### src/rtl/ultrasonic_presence.sv
// ultrasonic_presence: HC-SR04 presence detector.
// Fires a trigger pulse every PERIOD_CYCLES, measures the echo pulse width and
// turns it into a near/far decision that drives the LCD message controller.
//
// Ports:
//   clk          system clock (50 MHz nominal)
//   reset        synchronous, active-low reset
//   echo         HC-SR04 echo, asynchronous to clk
//   trig         HC-SR04 trigger, high TRIG_CYCLES cycles per period
//   distancia    0 = object near, 1 = nothing near
//   meas_valid   one-cycle pulse when a measurement completes
//   echo_cycles  last echo width in clk cycles (0 on a missing echo)
//   timeout      last measurement timed out; held until the next one
//
// Build option: define ULTRASONIC_FILTER_EN to require FILTER_N consecutive
// disagreeing results before distancia changes. Without it distancia follows
// every measurement directly.
module ultrasonic_presence #(
   parameter int TRIG_CYCLES   = 500,
   parameter int PERIOD_CYCLES = 3000000,
   parameter int ECHO_TIMEOUT  = 1200000,
   parameter int THRESH_CYCLES = 145000,
   parameter int FILTER_N      = 3
) (
   input  logic        clk,
   input  logic        reset,
   input  logic        echo,
   output logic        trig,
   output logic        distancia,
   output logic        meas_valid,
   output logic [21:0] echo_cycles,
   output logic        timeout
);

   localparam logic [21:0] TRIG_L = 22'(TRIG_CYCLES);
   localparam logic [21:0] LAST_L = 22'(PERIOD_CYCLES - 1);
   localparam logic [21:0] TO_L   = 22'(ECHO_TIMEOUT);
   localparam logic [21:0] TO_M1  = 22'(ECHO_TIMEOUT - 1);
   localparam logic [21:0] THR_L  = 22'(THRESH_CYCLES);

   // The whole measurement must fit inside one period, otherwise the fixed
   // trigger cadence would be broken.
   if (TRIG_CYCLES + 2*ECHO_TIMEOUT >= PERIOD_CYCLES)
      $error("ultrasonic_presence: period too short for trigger plus echo window");
   if (FILTER_N < 1)
      $error("ultrasonic_presence: FILTER_N must be at least 1");

   typedef enum logic [1:0] {TRIG, WAIT_RISE, MEASURE, HOLD} state_t;

   state_t      state, state_n;
   logic [21:0] cnt, cnt_n;   // trigger length / rise wait / echo width
   logic [21:0] pcnt;         // position inside the measurement period
   logic        echo_m, echo_s, echo_p;
   logic        rise;
   logic        fin, fin_to, near;
   logic [21:0] fin_cycles;

   // Two-flop synchronizer plus one history flop for rise detection.
   always_ff @(posedge clk) begin
      if (!reset) begin
         echo_m <= 1'b0;
         echo_s <= 1'b0;
         echo_p <= 1'b0;
      end else begin
         echo_m <= echo;
         echo_s <= echo_m;
         echo_p <= echo_s;
      end
   end

   assign rise = echo_s & ~echo_p;

   always_ff @(posedge clk) begin
      if (!reset) state <= TRIG;
      else        state <= state_n;
   end

   always_comb begin
      state_n    = state;
      cnt_n      = cnt;
      fin        = 1'b0;
      fin_to     = 1'b0;
      fin_cycles = '0;
      case (state)
         TRIG: begin
            if (cnt == TRIG_L) begin
               state_n = WAIT_RISE;
               cnt_n   = '0;
            end else begin
               cnt_n = cnt + 22'd1;
            end
         end
         WAIT_RISE: begin
            // A level already high on entry never produces a rise here.
            if (rise) begin
               state_n = MEASURE;
               cnt_n   = 22'd1;
            end else if (cnt == TO_M1) begin
               fin     = 1'b1;
               fin_to  = 1'b1;
               state_n = HOLD;
               cnt_n   = '0;
            end else begin
               cnt_n = cnt + 22'd1;
            end
         end
         MEASURE: begin
            if (!echo_s) begin
               fin        = 1'b1;
               fin_cycles = cnt;
               state_n    = HOLD;
               cnt_n      = '0;
            end else if (cnt == TO_M1) begin
               fin        = 1'b1;
               fin_to     = 1'b1;
               fin_cycles = TO_L;
               state_n    = HOLD;
               cnt_n      = '0;
            end else begin
               cnt_n = cnt + 22'd1;
            end
         end
         HOLD: begin
            if (pcnt == LAST_L) begin
               state_n = TRIG;
               cnt_n   = '0;
            end
         end
         default: begin
            state_n = TRIG;
            cnt_n   = '0;
         end
      endcase
   end

   assign near = !fin_to && (fin_cycles < THR_L);

`ifdef ULTRASONIC_FILTER_EN
   localparam int FW = (FILTER_N < 2) ? 1 : $clog2(FILTER_N + 1);
   localparam logic [FW-1:0] FLAST = FW'(FILTER_N - 1);
   logic [FW-1:0] fcnt;
`endif

   always_ff @(posedge clk) begin
      if (!reset) begin
         cnt         <= '0;
         pcnt        <= '0;
         trig        <= 1'b0;
         distancia   <= 1'b1;
         meas_valid  <= 1'b0;
         echo_cycles <= '0;
         timeout     <= 1'b0;
`ifdef ULTRASONIC_FILTER_EN
         fcnt        <= '0;
`endif
      end else begin
         cnt <= cnt_n;
         // Cleared on the edge that enters TRIG, so HOLD's exit compare on
         // PERIOD_CYCLES-1 gives an exact trigger-to-trigger period.
         if (state != TRIG && state_n == TRIG) pcnt <= '0;
         else                                  pcnt <= pcnt + 22'd1;
         // Registered one cycle behind the TRIG counter: after reset or HOLD
         // the pulse starts on the following edge and lasts TRIG_CYCLES.
         trig       <= (state == TRIG) && (cnt != TRIG_L);
         meas_valid <= fin;
         if (fin) begin
            echo_cycles <= fin_cycles;
            timeout     <= fin_to;
`ifdef ULTRASONIC_FILTER_EN
            if (near != distancia) begin
               fcnt <= '0;   // result agrees with the current decision
            end else if (fcnt == FLAST) begin
               fcnt      <= '0;
               distancia <= ~distancia;
            end else begin
               fcnt <= fcnt + 1'b1;
            end
`else
            distancia <= ~near;
`endif
         end
      end
   end

endmodule

### config.mk
export PLATFORM = sky130hd
export DESIGN_NAME = ultrasonic_presence
export DESIGN_NICKNAME = d
export VERILOG_FILES = /design/src/rtl/ultrasonic_presence.sv
export SDC_FILE = /design/constraint.sdc
export NUM_CORES = 1
export LEC_CHECK = 0
export CELL_PAD_IN_SITES_DETAIL_PLACEMENT = 1
export CELL_PAD_IN_SITES_GLOBAL_PLACEMENT = 1
export CORE_MARGIN = 3
export CORE_UTILIZATION = 41
export DETAILED_ROUTE_END_ITERATION = 10
export PLACE_DENSITY_LB_ADDON = 0.1
export SKIP_CTS_REPAIR_TIMING = 1
export SYNTH_ARGS = -nofsm -noshare
export SYNTH_HDL_FRONTEND = slang
export SYNTH_SLANG_ARGS = --single-unit
### constraint.sdc
create_clock -name clk -period 6.8 [get_ports clk]
set_clock_uncertainty 0.15 [all_clocks]
set_input_delay 1.36 -clock clk [delete_from_list [all_inputs] [get_ports clk]]
set_output_delay 1.36 -clock clk [all_outputs]
set_load 0.03 [all_outputs]
=== Word-level counts from Yosys, hierarchy flattened ===
Cells that the tools add are included.

* Word-level logic and storage cells: 55
* Flip-flop bits (word level): 75
* Output and inout bits: 26
* Input port bits: 3

* Order comparisons: 1
* Eq/ne operators: 8
* Bitwise gates (word level): 4
* Mux-type cells: 21
* Add/sub/neg operators: 2
* Reduce and logical (&&, ||, !) cells: 8

{| class="wikitable"
|+ Operators with widths
! kind !! count
|-
| 22-bit two-way mux || 7
|-
| 22-bit one-hot mux with 4 select lines || 1
|-
| 22-bit by 1-bit adder with 22-bit output, second input constant || 2
|-
| 22-bit by 21-bit == test with 1-bit output, second input constant || 1
|-
| 22-bit == test, second input constant || 1
|-
| 22-bit by 9-bit == test with 1-bit output, second input constant || 1
|-
| 22-bit by 18-bit less-than comparator with 1-bit output, second input constant || 1
|-
| 22-bit by 9-bit != test with 1-bit output, second input constant || 1
|-
| 21-bit two-way mux || 1
|-
| 2-bit two-way mux || 5
|-
| 2-bit one-hot mux with 4 select lines || 1
|-
| 2-bit == test, second input constant || 2
|-
| 2-bit logical NOT || 2
|-
| 1-bit two-way mux || 4
|-
| 1-bit one-hot mux with 2 select lines || 2
|-
| 1-bit logical AND || 3
|-
| 1-bit inverter || 3
|-
| 2-bit by 1-bit == test with 1-bit output, second input constant || 1
|-
| 2-bit != test, second input constant || 1
|-
| 2-bit nonzero test || 1
|-
| 2-bit OR reduction || 1
|-
| 1-bit bitwise AND || 1
|-
| 1-bit logical NOT || 1
|}

=== Longest topological paths before layout ===
Gate-level depths: netlist of run 1.

* Word-level depth: 7
* Gate-level depth with buffers: 11
* Depth with buffers taken out: 8

=== Least setup slack after synthesis of run 1 ===
No wires, ideal clock.

* Path type: input -> register
* Start: input reset
* End: register pcnt[16]
* Data arrival time: 2.311 ns
* Buffers on the path: 1
* Cell stages on the path: 7
* Library setup time: 0.115 ns
* Setup slack: 4.224 ns
* Data required time: 6.535 ns
* Path through: inv_1 nor3_1 o31ai_1 o211ai_1 a311oi_2 buf_6 nor2_1

* Longest elaborated chain between the ends: 2

{| class="wikitable"
|+ RTL lines
! what !! line !! text
|-
| from (decl) || 26 || <nowiki>input logic reset,</nowiki>
|-
| 1-bit inverter (no source line) || -- ||
|-
| 2-bit OR reduction (no source line) || -- ||
|-
| to (signal assigned) || 161 || <nowiki>else pcnt <= pcnt + 22'd1;</nowiki>
|-
| to (decl) || 52 || <nowiki>logic [21:0] pcnt;</nowiki>
|}

No other way between the ends.
A chain may end at the register's enable or synchronous reset.

=== Worst setup path in the final report of run 1 ===
* Start: register cnt[0]
* End: register echo_cycles[0]

* Longest elaborated chain between the ends: 4
* Elaborated cells between the ends (all ways): 7
* Those cells by class: 1 x eq/ne; 6 x mux

{| class="wikitable"
|+ RTL lines
! what !! line !! text
|-
| from (decl) || 51 || <nowiki>logic [21:0] cnt, cnt_n;</nowiki>
|-
| from (signal assigned) || 157 || <nowiki>cnt <= cnt_n;</nowiki>
|-
| 22-bit by 21-bit == test with 1-bit output || 98, 113 ||
|-
| 1-bit two-way mux || 98, 113 ||
|-
| 1-bit two-way mux (on tied branches) || 108, 95 ||
|-
| 1-bit one-hot mux with 2 select lines || 84 || <nowiki>case (state)</nowiki>
|-
| to (signal assigned) || 167 || <nowiki>echo_cycles <= fin_cycles;</nowiki>
|-
| to (decl) || 31 || <nowiki>output logic [21:0] echo_cycles,</nowiki>
|}

Parallel ways exist; a longest one is shown, timed or not.

==> metrics.md, run 1 <==
| Metric | Value |
|---|---|
| PortBufs | 28 |
| Final setup violation count | 0 |
| Vias in the first global route | 3329 |
| CTS H-tree depth | 3 |
| #FFs+latches synth | 75 |
| Vias per cell | 5.69 |
| Fin cells | 566 |
| Drt pass-1 iters | 4 |
| TritonCTS Buffers | 9 |
| Num ports | 29 |
| Asr flop ratio synth | 0% |
| Overflow after GRT | 0 |
| Worst-path cell chain | ha_1 -> and4_1 -> nand4_1 -> nor2_1 -> o21a_1 -> o21a_1 -> mux2i_1 |
| Clk pin slew, worst setup/hold paths | 0.08 ns |
| Area grow syn2layout | 15.2% |
| Sequential Area | 1500 sq um |
| Starting Density | 43.3% |
| Syn Nets | 451 |
| R2R setup slack | 3.44 ns |
| Pwr Density | 211 nW/um^2 |
| Layout filler cell count | 1043 |
| Final Hold Fails | 0 |
| Slew headroom | 23.0% |
| Final ANT Viol Nets | 0 |
| CP required | 6.92 ns |
| Worst slew pin tran | 1.16 ns |
| Post-route DRC | 0 |
| Total power | 888 uW |
| Design Area, Final | 4210 sq um |
| DRT iter0 DRCs | 111 |
| Reg2Reg Depth | 7 |
| Slowest library cell on the worst path | o21a_1 |
| LEAKAGE | 1.33 nW |
| GPL Wtd Cong | 0.869 |
| Placed instance area | 3960 sq um |
| Arrival time at the worst endpoint | 3.48 ns |
| Pin count of the biggest net entering global routing | 52 |
| Initial antenna violation count | 0 |
| Critical Path End Type | flop |
| Worst skew pair latency | 0.36 ns |
| WL/cell | 17.1 microns |
| Core area | 8420 sq um |
| CTS sink cnt | 75 |
| Sequential area share after synthesis | 41.1% |
| Die height | 100 microns |
| Worst setup margin | 3.44 ns |
| Std-Cell Rows | 33 |
| Final hold slack | 0.295 ns |
| Area of the multi-input gates | 1990 sq um |
| Total Wirelength | 9.70 mm |
| Die span in x | 100 microns |
| Placed cells | 550 |
| Top cell type's share of synthesized area | 41.1% |
| Worst path most repeated cell | o21a_1 |
| Global-route wire length before repair | 16.5 mm |
| Setup TNS | 0 ns |
| Post-synth top area cell | dfxtp_1 |
| Root Buffer | clkbuf_8 |
| Hold Crit Depth | 1 |
| Tcrit/Tclk final | 49.4% |
| DIE AREA | 10100 sq um |
| Cells after Synth | 440 |
| Worst Path Max Fanout | 24 |
| RSZ-0062 raised after global routing | no |
| Layout cell share with drive strength beyond 1 | 4.99% |
| Final Max Tran Viols | 0 |
| Worst slack, placed | 3.13 ns |
| Synth top area cells | dfxtp_1, nor2_1, nand3_1, xnor2_1, nand2_1 |
| CTS tree | done |
| Synthesis warning total | 0 |
| Worst setup path category | flop to flop |
| Routed vias | 3220 |
| Synth unique cells | 51 |
| Top achievable clock speed | 298 MHz |
| Post-Syn Area | 3650 sq um |
| Post-synth top flop | dfxtp_1 |
| Startpoint types | flop |
| Final Util | 49.9% |
| EDFF count, synth | 0 |
| Dpl hpwl | 6.89 mm |
| Slowest stage delay, CP | 0.88 ns |
| Hold WC Path Type | flop to flop |
| Nets@finish | 467 |
| Gr usage total | 20.7% |
| Run status | completed |
| Max Cap Violations | 0 |
| Clock buffer depth | 2 |
| Min Clock Period, post-route | 3.36 ns |
| Antenna cell count | 0 |
| Peak supply drop | 0.000127 V |
| Mean Syn Cell Area | 8.30 sq um |
-- cells in the final DEF (no fill, tap or decap), types with 4 or more instances in the layout --
master            n
buf_4             4
ha_1              8
inv_1             9
xor2_1           14
nor2_1           65
and2_1            7
nor4_1            7
nand3_1          40
o21ai_0           7
clkbuf_8         10
mux2i_1          15
nor2b_1           4
nand2_1          48
nand4_1          12
clkdlybuf4s50_1  27
a31oi_1           4
o22ai_1           8
nor3_1            9
a21oi_1          11
xnor2_1          21
dfxtp_1          75
-- flip-flops by register name, summed over array words and instances (netlist names), 2 cells and up --
signal	cells
pcnt	22
state	2
echo_cycles	22
cnt	22
-- logic make-up (layout without fill, tap and decap cells) --
group / Yosys count / in the layout / synth area share, %
buf+inv: 36 / 57 / 4.32
mux: 15 / 15 / 4.11
fa+ha+maj: 8 / 8 / 2.74
xor+xnor: 35 / 35 / 8.40
simple gates: 217 / 217 / 29.3
flops: 75 / 75 / 41.1
compound gates: 54 / 54 / 10.0
-- layer usage --
metal  wire, microns  track usage, %
met4             136            4.97
met1            4550            27.7
met2            4470            32.9
met5               0               0
met3             545            5.98
-- final timing paths --
kind	from	to
max	cnt[0]	echo_cycles[0]
min	echo_m	echo_s
max reg2reg	cnt[0]	echo_cycles[0]
min reg2reg	echo_m	echo_s
-- critical path, delay by kind of cell (launching register included) --
| family | cells | cell delay [ns] |
|---|---|---|
| AOI/OAI and AO/OA | 2 | 1.04 |
| DFF | 1 | 0.52 |
| and+or+nand+nor | 3 | 0.92 |
| muxes | 1 | 0.29 |
| adders and majority gates | 1 | 0.34 |
-- where the power goes --
group,internal [mW],total [mW],switching [mW]
registers,0.443,0.449,0.00609
clock network,0.253,0.416,0.163
logic,0.00790,0.0235,0.0156
total,0.703,0.888,0.185
-- synthesized netlist by cell type (3+ instances only) --
library cell and instances:
dfxtp_1 75, nor3b_1 3, xor2_1 14, inv_1 9, nand2_1 48, nor3_1 9
o22ai_1 8, nor4_1 7, mux2i_1 15, ha_1 8, and2_1 7, nand3b_1 3
nand4_1 12, buf_2 6, o211ai_1 3, xnor2_1 21, a21oi_1 11, o21a_1 3
nor2_1 65, nor2b_1 4, a31oi_1 4, o21ai_0 7, clkbuf_1 17, nor4b_1 3
nand3_1 40
-- area by class of cell --
cell class,count,share of cell area (%)
multi-input cells,329,47.4
flip-flops and latches,75,35.7
repair buffers,32,7.26
clock buffers,11,3.36
well taps,105,3.12
clock inverters,5,2.38
inverters,9,0.803
Power figures use the tool's default switching activity.
==> run 2, diff against run 1 <==
clock period = 3.4 ns   (was 6.8 ns; I/O delays follow)
==> run 2 against run 1 <==
Net effect:
- utilization down 0.37 points
- sequential power up 100%
- flip-flop and latch count unchanged
- largest cell class unchanged
==> metrics.md, run 2 (same netlist as run 1, synthesis figures left out) <==
| Metric | Value |
|---|---|
| Run status | completed |
| Final hold slack | 0.293 ns (-0.00192 ns) |
| Pin count of the biggest net entering global routing | 40 (-23%) |
| Die height | 100 microns (unchanged) |
| WL/cell | 17.5 microns (+1.9%) |
| Placed instance area | 4020 sq um (+1.3%) |
| Pwr Density | 367 nW/um^2 (+74%) |
| Num ports | 29 (unchanged) |
| Dpl hpwl | 7.29 mm (+5.8%) |
| Layout cell share with drive strength beyond 1 | 6.42% (+1.4 points) |
| Largest regs | cnt x22, echo_cycles x22, pcnt x22 |
| Peak supply drop | 0.000169 V (+33%) |
| CP required | 3.48 ns (-3.44 ns) |
| Global-route wire length before repair | 16.5 mm (+0.30%) |
| Placed cells | 557 (+1.3%) |
| Clk pin slew, worst setup/hold paths | 0.07 ns (about the same) |
| Final setup violation count | 0 (unchanged) |
| Vias per cell | 5.66 (-0.56%) |
| DRT iter0 DRCs | 157 (+41%) |
| Die span in x | 100 microns (unchanged) |
| Buf/Inv on CP | 1 (+1) |
| CTS tree | done |
| Post-route DRC | 0 (unchanged) |
| Design Area, Final | 4170 sq um (-0.74%) |
| Most frequent cells in the layout | dfxtp_1, nor2_1, nand2_1, nand3_1, clkdlybuf4s50_1 |
| LEAKAGE | 1.33 nW (about the same) |
| Worst-path cell chain | ha_1 -> and4_1 -> nand4_1 -> nor2_1 -> o31ai_1 -> o21ai_2 -> buf_4 -> nor2_1 |
| Critical Path End Type | flop |
| Starting Density | 43.3% (unchanged) |
| Final Max Tran Viols | 0 (unchanged) |
| Antenna cell count | 0 (unchanged) |
| Layout filler cell count | 1042 (-0.096%) |
| Total Wirelength | 9.99 mm (+3.0%) |
| Worst skew pair latency | 0.35 ns (about the same) |
| Fin cells | 572 (+1.1%) |
| Vias in the first global route | 3278 (-1.5%) |
| Initial antenna violation count | 0 (unchanged) |
| PortBufs | 28 (unchanged) |
| GPL Wtd Cong | 0.838 (-3.5%) |
| Slowest stage delay, CP | 0.51 ns (-0.37 ns) |
| Clock buffer depth | 2 (unchanged) |
| Nets@finish | 474 (+1.5%) |
| Final Util | 49.6% (-0.37 points) |
| Overflow after GRT | 0 (unchanged) |
| Worst path most repeated cell | nor2_1 |
| CTS H-tree depth | 3 (unchanged) |
| Min Clock Period, post-route | 2.98 ns (-0.381 ns) |
| Routed vias | 3236 (+0.50%) |
| Core area | 8420 sq um (unchanged) |
| TritonCTS Buffers | 9 (unchanged) |
| Arrival time at the worst endpoint | 3.06 ns (-0.42 ns) |
| Tcrit/Tclk final | 87.6% (+38 points) |
| Final ANT Viol Nets | 0 (unchanged) |
| Setup TNS | 0 ns (unchanged) |
| Gr usage total | 20.7% (+0.064 points) |
| Worst Path Max Fanout | 9 (-63%) |
| Worst setup path category | flop to flop |
| Worst slew pin tran | 0.577 ns (-0.579 ns) |
| Std-Cell Rows | 33 (unchanged) |
| Most common cell after layout, fill and taps aside | dfxtp_1 |
| Final Hold Fails | 0 (unchanged) |
| Area grow syn2layout | 14.3% |
| Slew headroom | 61.2% (+38 points) |
| Startpoint types | flop |
| CTS sink cnt | 75 (unchanged) |
| Crit-path leading delay family | simple AND/OR/NAND/NOR gates |
| Root Buffer | clkbuf_8 |
| Max Cap Violations | 0 (unchanged) |
| Top achievable clock speed | 336 MHz (+13%) |
| DIE AREA | 10100 sq um (unchanged) |
| Hold WC Path Type | flop to flop |
| Drt pass-1 iters | 4 (unchanged) |
| RSZ-0062 raised after global routing | no |
| Slowest library cell on the worst path | dfxtp_1 |
## run 2: cell type report
class / count / area, sq um / area share [%]
repair buffers: 39 / 358 / 8.57
clock buffers: 9 / 124 / 2.97
inverters: 9 / 33.8 / 0.809
flip-flops and latches: 75 / 1500 / 36.0
multi-input cells: 329 / 1990 / 47.7
clock inverters: 6 / 33.8 / 0.809
well taps: 105 / 131 / 3.15
## run 2: stage by stage
step | power [mW] | setup slack, ns
final | 1.53 | 0.420
after global routing | 1.59 | 0.160
after CTS | 1.55 | 0.454
after detailed placement | 0.968 | 0.477
after global placement | 0.966 | 0.456
after floorplan | 0.951 | 0.901
## run 2: per-layer routing
layer / vias up / track usage (%) / routed length (microns)
li1: 1571 / - / -
met1: 1600 / 25.3 / 4390
met2: 50 / 37.0 / 5140
met3: 15 / 2.85 / 271
met4: 0 / 7.46 / 182
met5: - / 0 / 0
## run 2: power by group
group,internal (mW),switching (mW)
sequential,0.886,0.0116
clock,0.256,0.328
combinational,0.0173,0.0325
total,1.16,0.372
## run 2: worst reg2reg max path, stage by stage, from the launching register on
cell	delay, ns
dfxtp_1	0.51
ha_1	0.34
and4_1	0.26
nand4_1	0.27
nor2_1	0.40
o31ai_1	0.22
o21ai_2	0.40
buf_4	0.26
nor2_1	0.07
## run 2: path summary, 6_finish.rpt
check	startpoint	endpoint	slack, ns	cells after the start
worst max-delay path	cnt[0]	cnt[2]	0.42	8
worst min-delay path	echo_m	echo_s	0.29	1
worst max register to register	cnt[0]	cnt[2]	0.42	8
worst min register to register	echo_m	echo_s	0.29	1
==> run 3, diff against run 2 <==
SLEW_MARGIN = 10   (was default)
==> results of run 3 <==
The final DEF is identical to that of run 2; final timing and power are the same.
